--- src/rtl/seq_det_ctrl_if.sv ---
// Handshake/stream bundle for seq_det_ctrl.
//   cfg_*        : config offer (valid/ready) with pattern, overlap mode, target
//   start/abort  : scan control
//   in_valid/in  : qualified serial bit stream
//   match/count/busy/done : status back to the host
// master = host/bench side, slave = controller side.
interface seq_det_ctrl_if #(
  parameter int PW = 4,
  parameter int CW = 8
);
  logic          cfg_valid;
  logic          cfg_ready;
  logic [PW-1:0] cfg_pattern;
  logic          cfg_overlap;
  logic [CW-1:0] cfg_target;
  logic          start;
  logic          abort;
  logic          in_valid;
  logic          in;
  logic          match;
  logic [CW-1:0] count;
  logic          busy;
  logic          done;

  modport master (
    output cfg_valid, cfg_pattern, cfg_overlap, cfg_target,
    output start, abort, in_valid, in,
    input  cfg_ready, match, count, busy, done
  );

  modport slave (
    input  cfg_valid, cfg_pattern, cfg_overlap, cfg_target,
    input  start, abort, in_valid, in,
    output cfg_ready, match, count, busy, done
  );
endinterface

--- src/rtl/seq_det_ctrl.sv ---
// Programmable serial pattern detector with a host config handshake.
// Ports:
//   clk  : rising-edge clock
//   rstn : asynchronous active-low reset
//   bus  : seq_det_ctrl_if.slave (config, start/abort, serial input, status)
// A PW-bit pattern (MSB = first bit received) is matched against a shift
// history of qualified input bits. Overlapping mode keeps the history after
// a hit; non-overlapping mode restarts the fill count so no bit is reused.
module seq_det_ctrl #(
  parameter int PW = 4,
  parameter int CW = 8
) (
  input logic           clk,
  input logic           rstn,
  seq_det_ctrl_if.slave bus
);
  localparam int FW = $clog2(PW + 1);

  typedef enum logic [1:0] {
    IDLE  = 2'd0,
    ARMED = 2'd1,
    RUN   = 2'd2,
    DONE  = 2'd3
  } state_t;

  typedef struct packed {
    logic [PW-1:0] pattern;
    logic          overlap;
    logic [CW-1:0] target;
  } cfg_t;

  state_t        state_q, state_d;
  cfg_t          cfg_q, cfg_d;
  logic [PW-1:0] hist_q, hist_d;
  logic [FW-1:0] fill_q, fill_d;
  logic [CW-1:0] cnt_q, cnt_d;
  logic          match_q, match_d;

  cfg_t          cfg_in;
  logic [PW-1:0] nxt;
  logic [FW-1:0] fill_inc;
  logic [CW-1:0] cnt_inc;
  logic          hit;

  assign cfg_in   = '{pattern: bus.cfg_pattern, overlap: bus.cfg_overlap,
                      target: bus.cfg_target};
  assign nxt      = {hist_q[PW-2:0], bus.in};
  assign fill_inc = (fill_q == FW'(PW)) ? fill_q : fill_q + FW'(1);
  // Saturating increment covers the unlimited-target case; with a nonzero
  // target the count never gets past the target anyway.
  assign cnt_inc  = (cnt_q == {CW{1'b1}}) ? cnt_q : cnt_q + CW'(1);
  // fill counts bits already in history, so the incoming bit completes
  // a full window once fill reaches PW-1.
  assign hit      = bus.in_valid && (nxt == cfg_q.pattern) &&
                    (fill_q >= FW'(PW - 1));

  always_comb begin
    state_d = state_q;
    cfg_d   = cfg_q;
    hist_d  = hist_q;
    fill_d  = fill_q;
    cnt_d   = cnt_q;
    match_d = 1'b0;
    case (state_q)
      IDLE: begin
        if (bus.cfg_valid) begin
          cfg_d   = cfg_in;
          state_d = ARMED;
        end
      end
      ARMED, DONE: begin
        // Config accept has priority over start in both states.
        if (bus.cfg_valid) begin
          cfg_d   = cfg_in;
          state_d = ARMED;
        end else if (bus.start) begin
          cnt_d   = '0;
          hist_d  = '0;
          fill_d  = '0;
          state_d = RUN;
        end
      end
      RUN: begin
        if (bus.abort) begin
          state_d = ARMED;
        end else if (bus.in_valid) begin
          hist_d = nxt;
          fill_d = fill_inc;
          if (hit) begin
            match_d = 1'b1;
            cnt_d   = cnt_inc;
            if (!cfg_q.overlap) fill_d = '0;
            if (cfg_q.target != '0 && cnt_inc == cfg_q.target) state_d = DONE;
          end
        end
      end
      default: state_d = IDLE;
    endcase
  end

  always_ff @(posedge clk or negedge rstn) begin
    if (!rstn) begin
      state_q <= IDLE;
      cfg_q   <= '0;
      hist_q  <= '0;
      fill_q  <= '0;
      cnt_q   <= '0;
      match_q <= 1'b0;
    end else begin
      state_q <= state_d;
      cfg_q   <= cfg_d;
      hist_q  <= hist_d;
      fill_q  <= fill_d;
      cnt_q   <= cnt_d;
      match_q <= match_d;
    end
  end

  assign bus.cfg_ready = (state_q != RUN);
  assign bus.busy      = (state_q == RUN);
  assign bus.done      = (state_q == DONE);
  assign bus.match     = match_q;
  assign bus.count     = cnt_q;
endmodule
--- src/flat_wrapper.sv ---
// flat-port wrapper written by rule: the top's interface ports become plain ports
module seq_det_ctrl_flat 
#(
  parameter int PW = 4,
  parameter int CW = 8
)
  (clk, rstn, bus_cfg_valid, bus_cfg_pattern, bus_cfg_overlap, bus_cfg_target, bus_start, bus_abort, bus_in_valid, bus_in, bus_cfg_ready, bus_match, bus_count, bus_busy, bus_done);
  seq_det_ctrl_if #(.PW(PW), .CW(CW)) bus_i ();
  input logic clk;
  input logic rstn;
  input wire logic [$bits(bus_i.cfg_valid)-1:0] bus_cfg_valid;
  input wire logic [$bits(bus_i.cfg_pattern)-1:0] bus_cfg_pattern;
  input wire logic [$bits(bus_i.cfg_overlap)-1:0] bus_cfg_overlap;
  input wire logic [$bits(bus_i.cfg_target)-1:0] bus_cfg_target;
  input wire logic [$bits(bus_i.start)-1:0] bus_start;
  input wire logic [$bits(bus_i.abort)-1:0] bus_abort;
  input wire logic [$bits(bus_i.in_valid)-1:0] bus_in_valid;
  input wire logic [$bits(bus_i.in)-1:0] bus_in;
  output wire logic [$bits(bus_i.cfg_ready)-1:0] bus_cfg_ready;
  output wire logic [$bits(bus_i.match)-1:0] bus_match;
  output wire logic [$bits(bus_i.count)-1:0] bus_count;
  output wire logic [$bits(bus_i.busy)-1:0] bus_busy;
  output wire logic [$bits(bus_i.done)-1:0] bus_done;
  assign bus_i.cfg_valid = bus_cfg_valid;
  assign bus_i.cfg_pattern = bus_cfg_pattern;
  assign bus_i.cfg_overlap = bus_cfg_overlap;
  assign bus_i.cfg_target = bus_cfg_target;
  assign bus_i.start = bus_start;
  assign bus_i.abort = bus_abort;
  assign bus_i.in_valid = bus_in_valid;
  assign bus_i.in = bus_in;
  assign bus_cfg_ready = bus_i.cfg_ready;
  assign bus_match = bus_i.match;
  assign bus_count = bus_i.count;
  assign bus_busy = bus_i.busy;
  assign bus_done = bus_i.done;
  seq_det_ctrl #(.PW(PW), .CW(CW)) u_core (.clk(clk), .rstn(rstn), .bus(bus_i));
endmodule
--- config.mk ---
export PLATFORM = sky130hd
export DESIGN_NAME = seq_det_ctrl_flat
export DESIGN_NICKNAME = d
export VERILOG_FILES = /design/src/rtl/seq_det_ctrl_if.sv /design/src/rtl/seq_det_ctrl.sv /design/src/flat_wrapper.sv
export SDC_FILE = /design/constraint.sdc
export NUM_CORES = 1
export LEC_CHECK = 0
export BUFFER_PORTS_ARGS = -buffer_cell sky130_fd_sc_hd__buf_2
export CORE_MARGIN = 2
export CORE_UTILIZATION = 50
export DETAILED_ROUTE_END_ITERATION = 12
export PLACE_DENSITY = 0.72
export RECOVER_POWER = 50
export REMOVE_ABC_BUFFERS = 1
export SYNTH_ARGS = -nofsm -noshare
export SYNTH_HDL_FRONTEND = slang
export SYNTH_SLANG_ARGS = --single-unit
--- constraint.sdc ---
create_clock -name clk -period 2.42 [get_ports clk]
set_clock_uncertainty 0.05 [all_clocks]
set_input_delay 0.484 -clock clk [delete_from_list [all_inputs] [get_ports clk]]
set_output_delay 0.484 -clock clk [all_outputs]
set_load 0.01 [all_outputs]
==> results of run 1 <==
## worst register-to-register path, stage by stage (launching register included)
cell	delay, ns
dfrtp_1	0.42
ha_1	0.22
ha_1	0.17
a211o_1	0.25
nand4_2	0.16
nor4_4	0.05
buf_4	0.18
a221o_1	0.35
a32o_1	0.20
## worst paths after layout
kind | end | start | slack, ns | cells after the start
setup / recovery | u_core.bus.count[1] | u_core.fill_q[0] | 0.26 | 8
hold / removal | u_core.cfg_q[8] | bus_cfg_overlap | 0.38 | 2
setup reg to reg | u_core.bus.count[1] | u_core.fill_q[0] | 0.26 | 8
hold reg to reg | u_core.hist_q[2] | u_core.hist_q[2] | 0.46 | 2
max in group asynchronous | u_core.cfg_q[0] | rstn | 0.85 | 1
min in group asynchronous | u_core.bus.count[3] | rstn | 0.54 | 1
## synthesized netlist by cell type (2+ instances only)
cell type and instances:
or2_4 2, or4_1 2, dfrtp_1 30, and4_1 2, ha_1 4, inv_1 9, a21oi_1 4, buf_2 5
a31oi_1 2, nand2b_1 6, nand2_1 18, o211ai_1 2, a221o_1 2, mux2i_1 2, xnor2_1 8, a22oi_1 2
nor2_1 7, buf_4 3, nor2b_1 2, o21ai_0 18, a211o_1 3, nor3_1 4, mux2_2 13, nor3b_1 2
nand4_1 4, nor4b_1 2, nor4_1 3, and2_1 4
## sequential cells by signal, indices dropped and copies added (netlist names)
signal            count
u_core.bus.match      1
u_core.cfg_q         13
u_core.bus.count      8
u_core.hist_q         3
u_core.state_q        2
u_core.fill_q         3
## final cells by class
cell class	count	area, sq um
inverters	10	37.5
clock inverters	1	5.00
repair buffers	33	163
fillers	348	1470
clock buffers	7	86.3
multi-input cells	142	1060
flip-flops and latches	30	751
well taps	48	60.1
## where the power goes
group          switching [mW]  total [mW]  internal, mW
sequential             0.0530       0.598         0.545
combinational          0.0954       0.194        0.0988
clock                   0.184       0.412         0.229
total                   0.332        1.20         0.872
## cells by family after synthesis
logic type,after synthesis
flip-flops,30
adder cells (fa/ha/maj),4
AND/OR/NAND/NOR,67
buffers and inverters,18
XOR/XNOR,9
multiplexers,15
AO/OA/AOI/OAI,47
## per-layer routing
metal / part of all wire, % / up-vias / wire length [um]
li1: - / 766 / -
met1: 46 / 738 / 1790
met2: 46 / 51 / 1770
met3: 6.0 / 5 / 234
met4: 2.0 / 0 / 76
met5: 0 / - / 0
==> impl_metrics.toml, run 1 <==
[synth]
synth_top_cell_area_share_pct = 39.8
synth_area_leaders = "dfrtp_1 40%, mux2_2 7.8%, o21ai_0 4.8%, xnor2_1 3.7%, nand2_1 3.6%"
synth_ff_type = "dfrtp_1"
synth_top_family_by_area = "simple AND/OR/NAND/NOR gates"
synth_edf_count = 0
synthSimpleGateAreaFrac_pct = 22.3
synth.cell_area_sq_um = 1890
synth_area_per_cell_sq_um = 9.93
synth.area.mux_share_pct = 8.82
yosys.area_share.adder_pct = 2.65
yosysWarnings = 0
yosysSeqAreaShare_pct = 39.8
synth_cells = 190
synth_cell_types = 53
synthXorXnorAreaFrac_pct = 4.18
synth_compound_area_share_pct = 17.7
synth.largest_area_cell = "dfrtp_1"
synth-seq-cells = 30
async_flop_share_pct = 100

[die]
initial_core_util_pct = 51.9
coreArea_sq_um = 3630
die_w_um = 65.4
ioPinCount = 32
die_area_sq_um = 4280
fp.dieH_um = 65.4
rows = 22

[timing]
hold_viol_final = 0
slew_headroom_pct = -6.48
rsz0062_at_grt = "false"
setup_violations = 0
finalCriticalPeriod_ns = 2.16
whs_ns = 0.375
finalCritPeriodShare_pct = 89.3
fin_setup_tns_ns = 0
worst_slack_ns = 0.258
worst_pin_slew_ns = 1.60
fmax_mhz = 463
slew_violations = 31

[clock_tree]
clock-root-buffer = "clkbuf_8"
clockBufferDepth = 2
cts_tree = "built"
htree_levels = 2
cts_setup_buffers = 0
clk_latency_ns = 0.28
cts_resized = 0
cts_buffers = 5
cts_hold_buf = 0
clkSinkCount = 30
clk_pin_slew_ns = 0.06

[global_routing]
grt.busiest_layer = "met2"
grt.overflow.total = 0
grt_max_degree = 31
grt_use_met3_pct = 4.11
met2_usage_pct = 31.4
grt_pass1_vias = 1406
grt_first_pass_wirelength_mm = 6.75
globalRouteTotalUtil_pct = 20.8
grt.met1_usage_pct = 28.5
antenna_found_initial = 0

[run_status]
status = "finished with violations"
failed_checks = "max-capacitance violations, max-slew violations"

[cells_and_area]
layout_common_cells = "30 x dfrtp_1, 25 x buf_2, 18 x nand2_1, 18 x o21ai_0, 13 x mux2_2"
finalCoreUtilization_pct = 59.4
fin_area_sq_um = 2160
mostFrequentLayoutCell = "dfrtp_1"
final_layout_size_suffix_gt1_share_pct = 27.4
final_cells = 271
area_growth_pct = 14.5
num_antenna_cells = 0
final_nets = 246

[setup_path]
crit_top_cell = "ha_1"
startpoint_type = "register"
max_stage_delay_ns = 0.42
cp_num_buf_inv = 1
critPathCaptureType = "register"
crit_slowest_cell = "dfrtp_1"
worstPathRequired_ns = 2.54
critPathArrivalTime_ns = 2.29
critical_path.max_fanout = 15
crit_chain = "ha_1 > ha_1 > a211o_1 > nand4_2 > nor4_4 > buf_4 > a221o_1 > a32o_1"
critical-path-top-delay-family = "compound AO/OA/AOI/OAI gates"
path_class = "register to register"

[power_and_ir_drop]
p_per_area_nw_per_um2 = 558
p_leak_nw = 0.932
power_mw = 1.20
peakVddDrop_v = 0.000427

[detailed_routing]
drtIter0Drc = 109
vias = 1560
wire_per_inst_um = 14.3
drt-total-wl_mm = 3.88
drc = 0
drt_pass1_iterations = 4
ant_nets = 0
vias_per_cell = 5.76

[placed_design]
placed_area_sq_um = 2070
port_buffers = 31
dp.cells = 263
place_ws_ns = 0.273
gp_congestion = 0.835
hpwl_mm = 2.87

[hold_path]
hp-class = "input port to register"

[run]
drv_cap = 1
No activity file was read; power rests on OpenSTA's default activity.
==> run 2: changes to the inputs <==
CORE_UTILIZATION = 35   (was 50)
PLACE_DENSITY = default   (was 0.72)
==> impl_metrics.toml, run 2 (synthesis results as in run 1) <==
[placed_design]
hpwl_mm = 3.03
port_buffers = 31
place_ws_ns = 0.250
gp_congestion = 0.840

[setup_path]
path_class = "register to register"
startpoint_type = "register"
critical_path.max_fanout = 15
critPathArrivalTime_ns = 2.31
crit_chain = "ha_1 > ha_1 > a211o_1 > nand4_2 > nor4_4 > buf_4 > a221o_1 > a32o_1"
crit_slowest_cell = "dfrtp_1"
worstPathRequired_ns = 2.53
crit_top_cell = "ha_1"
r2r_cells = 8
max_stage_delay_ns = 0.43
critPathCaptureType = "register"

[cells_and_area]
multiInputGateArea_sq_um = 1050
area_growth_pct = 15.8
num_antenna_cells = 0
seq_area_sq_um = 751
largest_reg_flops = 13
layout_common_cells = "30 x dfrtp_1, 25 x buf_2, 18 x nand2_1, 18 x o21ai_0, 13 x mux2_2"
mostFrequentLayoutCell = "dfrtp_1"
n_fill_cell = 531
final_nets = 246
regMostFlops = "u_core.cfg_q"
final_layout_size_suffix_gt1_share_pct = 27.4

[timing]
slew_violations = 31
finalCritPeriodShare_pct = 90.5
worst_slack_ns = 0.229
slew_headroom_pct = -6.55
fin_setup_tns_ns = 0
hold_viol_final = 0
fmax_mhz = 456
worst_pin_slew_ns = 1.60
whs_ns = 0.381
finalCriticalPeriod_ns = 2.19
rsz0062_at_grt = "false"
setup_violations = 0

[hold_path]
hp-class = "input port to register"
hold_path_depth = 2

[global_routing]
globalRouteTotalUtil_pct = 14.9
grt_first_pass_wirelength_mm = 7.11
grt_pass1_vias = 1440
grt_max_degree = 31
antenna_found_initial = 0
grt.overflow.total = 0

[run_status]
status = "finished with violations"
failed_checks = "max-capacitance violations, max-slew violations"

[power_and_ir_drop]
peakVddDrop_v = 0.000288
p_leak_nw = 0.933
p_per_area_nw_per_um2 = 554
power_mw = 1.21

[clock_tree]
clk_latency_ns = 0.29
clkSinkCount = 30
clk_pin_slew_ns = 0.07
htree_levels = 2
clockBufferDepth = 2
cts_hold_buf = 0
cts_tree = "built"
cts_resized = 0
cts_setup_buffers = 0
clock-root-buffer = "clkbuf_8"
cts_buffers = 5

[detailed_routing]
vias_per_cell = 5.08
drtIter0Drc = 102
drt-total-wl_mm = 4.08
drc = 0
drt_pass1_iterations = 4
ant_nets = 0
wire_per_inst_um = 13.9
vias = 1487

[die]
coreArea_sq_um = 5140
rows = 26
die_area_sq_um = 5990
die_w_um = 77.4
fp.dieH_um = 77.4
initial_core_util_pct = 36.7
ioPinCount = 32

[run]
drv_cap = 1
[run 2: changes by cell type in the layout (fill, tap and decap cells not counted)]
cell,delta
clkbuf_1,-1
clkinvlp_4,+1
nor4b_1,+1
nor4b_2,-1
[run 2: metal layers]
metal	wire, um	track usage, %	share of wire [%]	vias to the layer above
met3	161	3.95	3.9	4
met2	1890	22.7	46	28
li1	-	-	-	765
met1	1970	20.3	48	690
met4	59	5.71	1.4	0
met5	0	0	0	-
[run 2: worst paths after layout]
kind	from	end	slack, ns
max in group asynchronous	rstn	u_core.bus.count[6]	0.85
worst min-delay path	bus_cfg_pattern[0]	u_core.cfg_q[9]	0.38
worst max register to register	u_core.fill_q[0]	u_core.bus.count[1]	0.23
worst max-delay path	u_core.fill_q[0]	u_core.bus.count[1]	0.23
min in group asynchronous	rstn	u_core.fill_q[2]	0.54
worst min register to register	u_core.hist_q[2]	u_core.hist_q[2]	0.46
[run 2: power by group]
part,switching (mW),internal (mW)
sequential,0.0509,0.544
combinational,0.0960,0.0983
clock,0.193,0.228
total,0.339,0.871
[run 2: critical path: cells and delay by family, from the launching register on]
family          cells  cell delay (ns)
compound gates      3             0.80
flops               1             0.43
fa+ha+maj           2             0.39
simple gates        2             0.20
buf+inv             1             0.18
[run 2: layout make-up]
| type | count | area share, % |
|---|---|---|
| inverter | 10 | 1.72 |
| clock inverter | 2 | 0.573 |
| multi-input combinational | 142 | 48.1 |
| timing repair buffer | 33 | 7.45 |
| tap | 70 | 4.01 |
| sequential | 30 | 34.4 |
| clock buffer | 6 | 3.78 |
[run 2: through the flow]
step           instance area, sq um  cells  utilization, %
2_1_floorplan                  1840    182               -
3_3_place_gp                   2100    285            40.8
3_5_place_dp                   2100    285            40.8
4_1_cts                        2190    293            42.6
5_1_grt                        2180    293            42.5
6_report                       2180    293            42.5
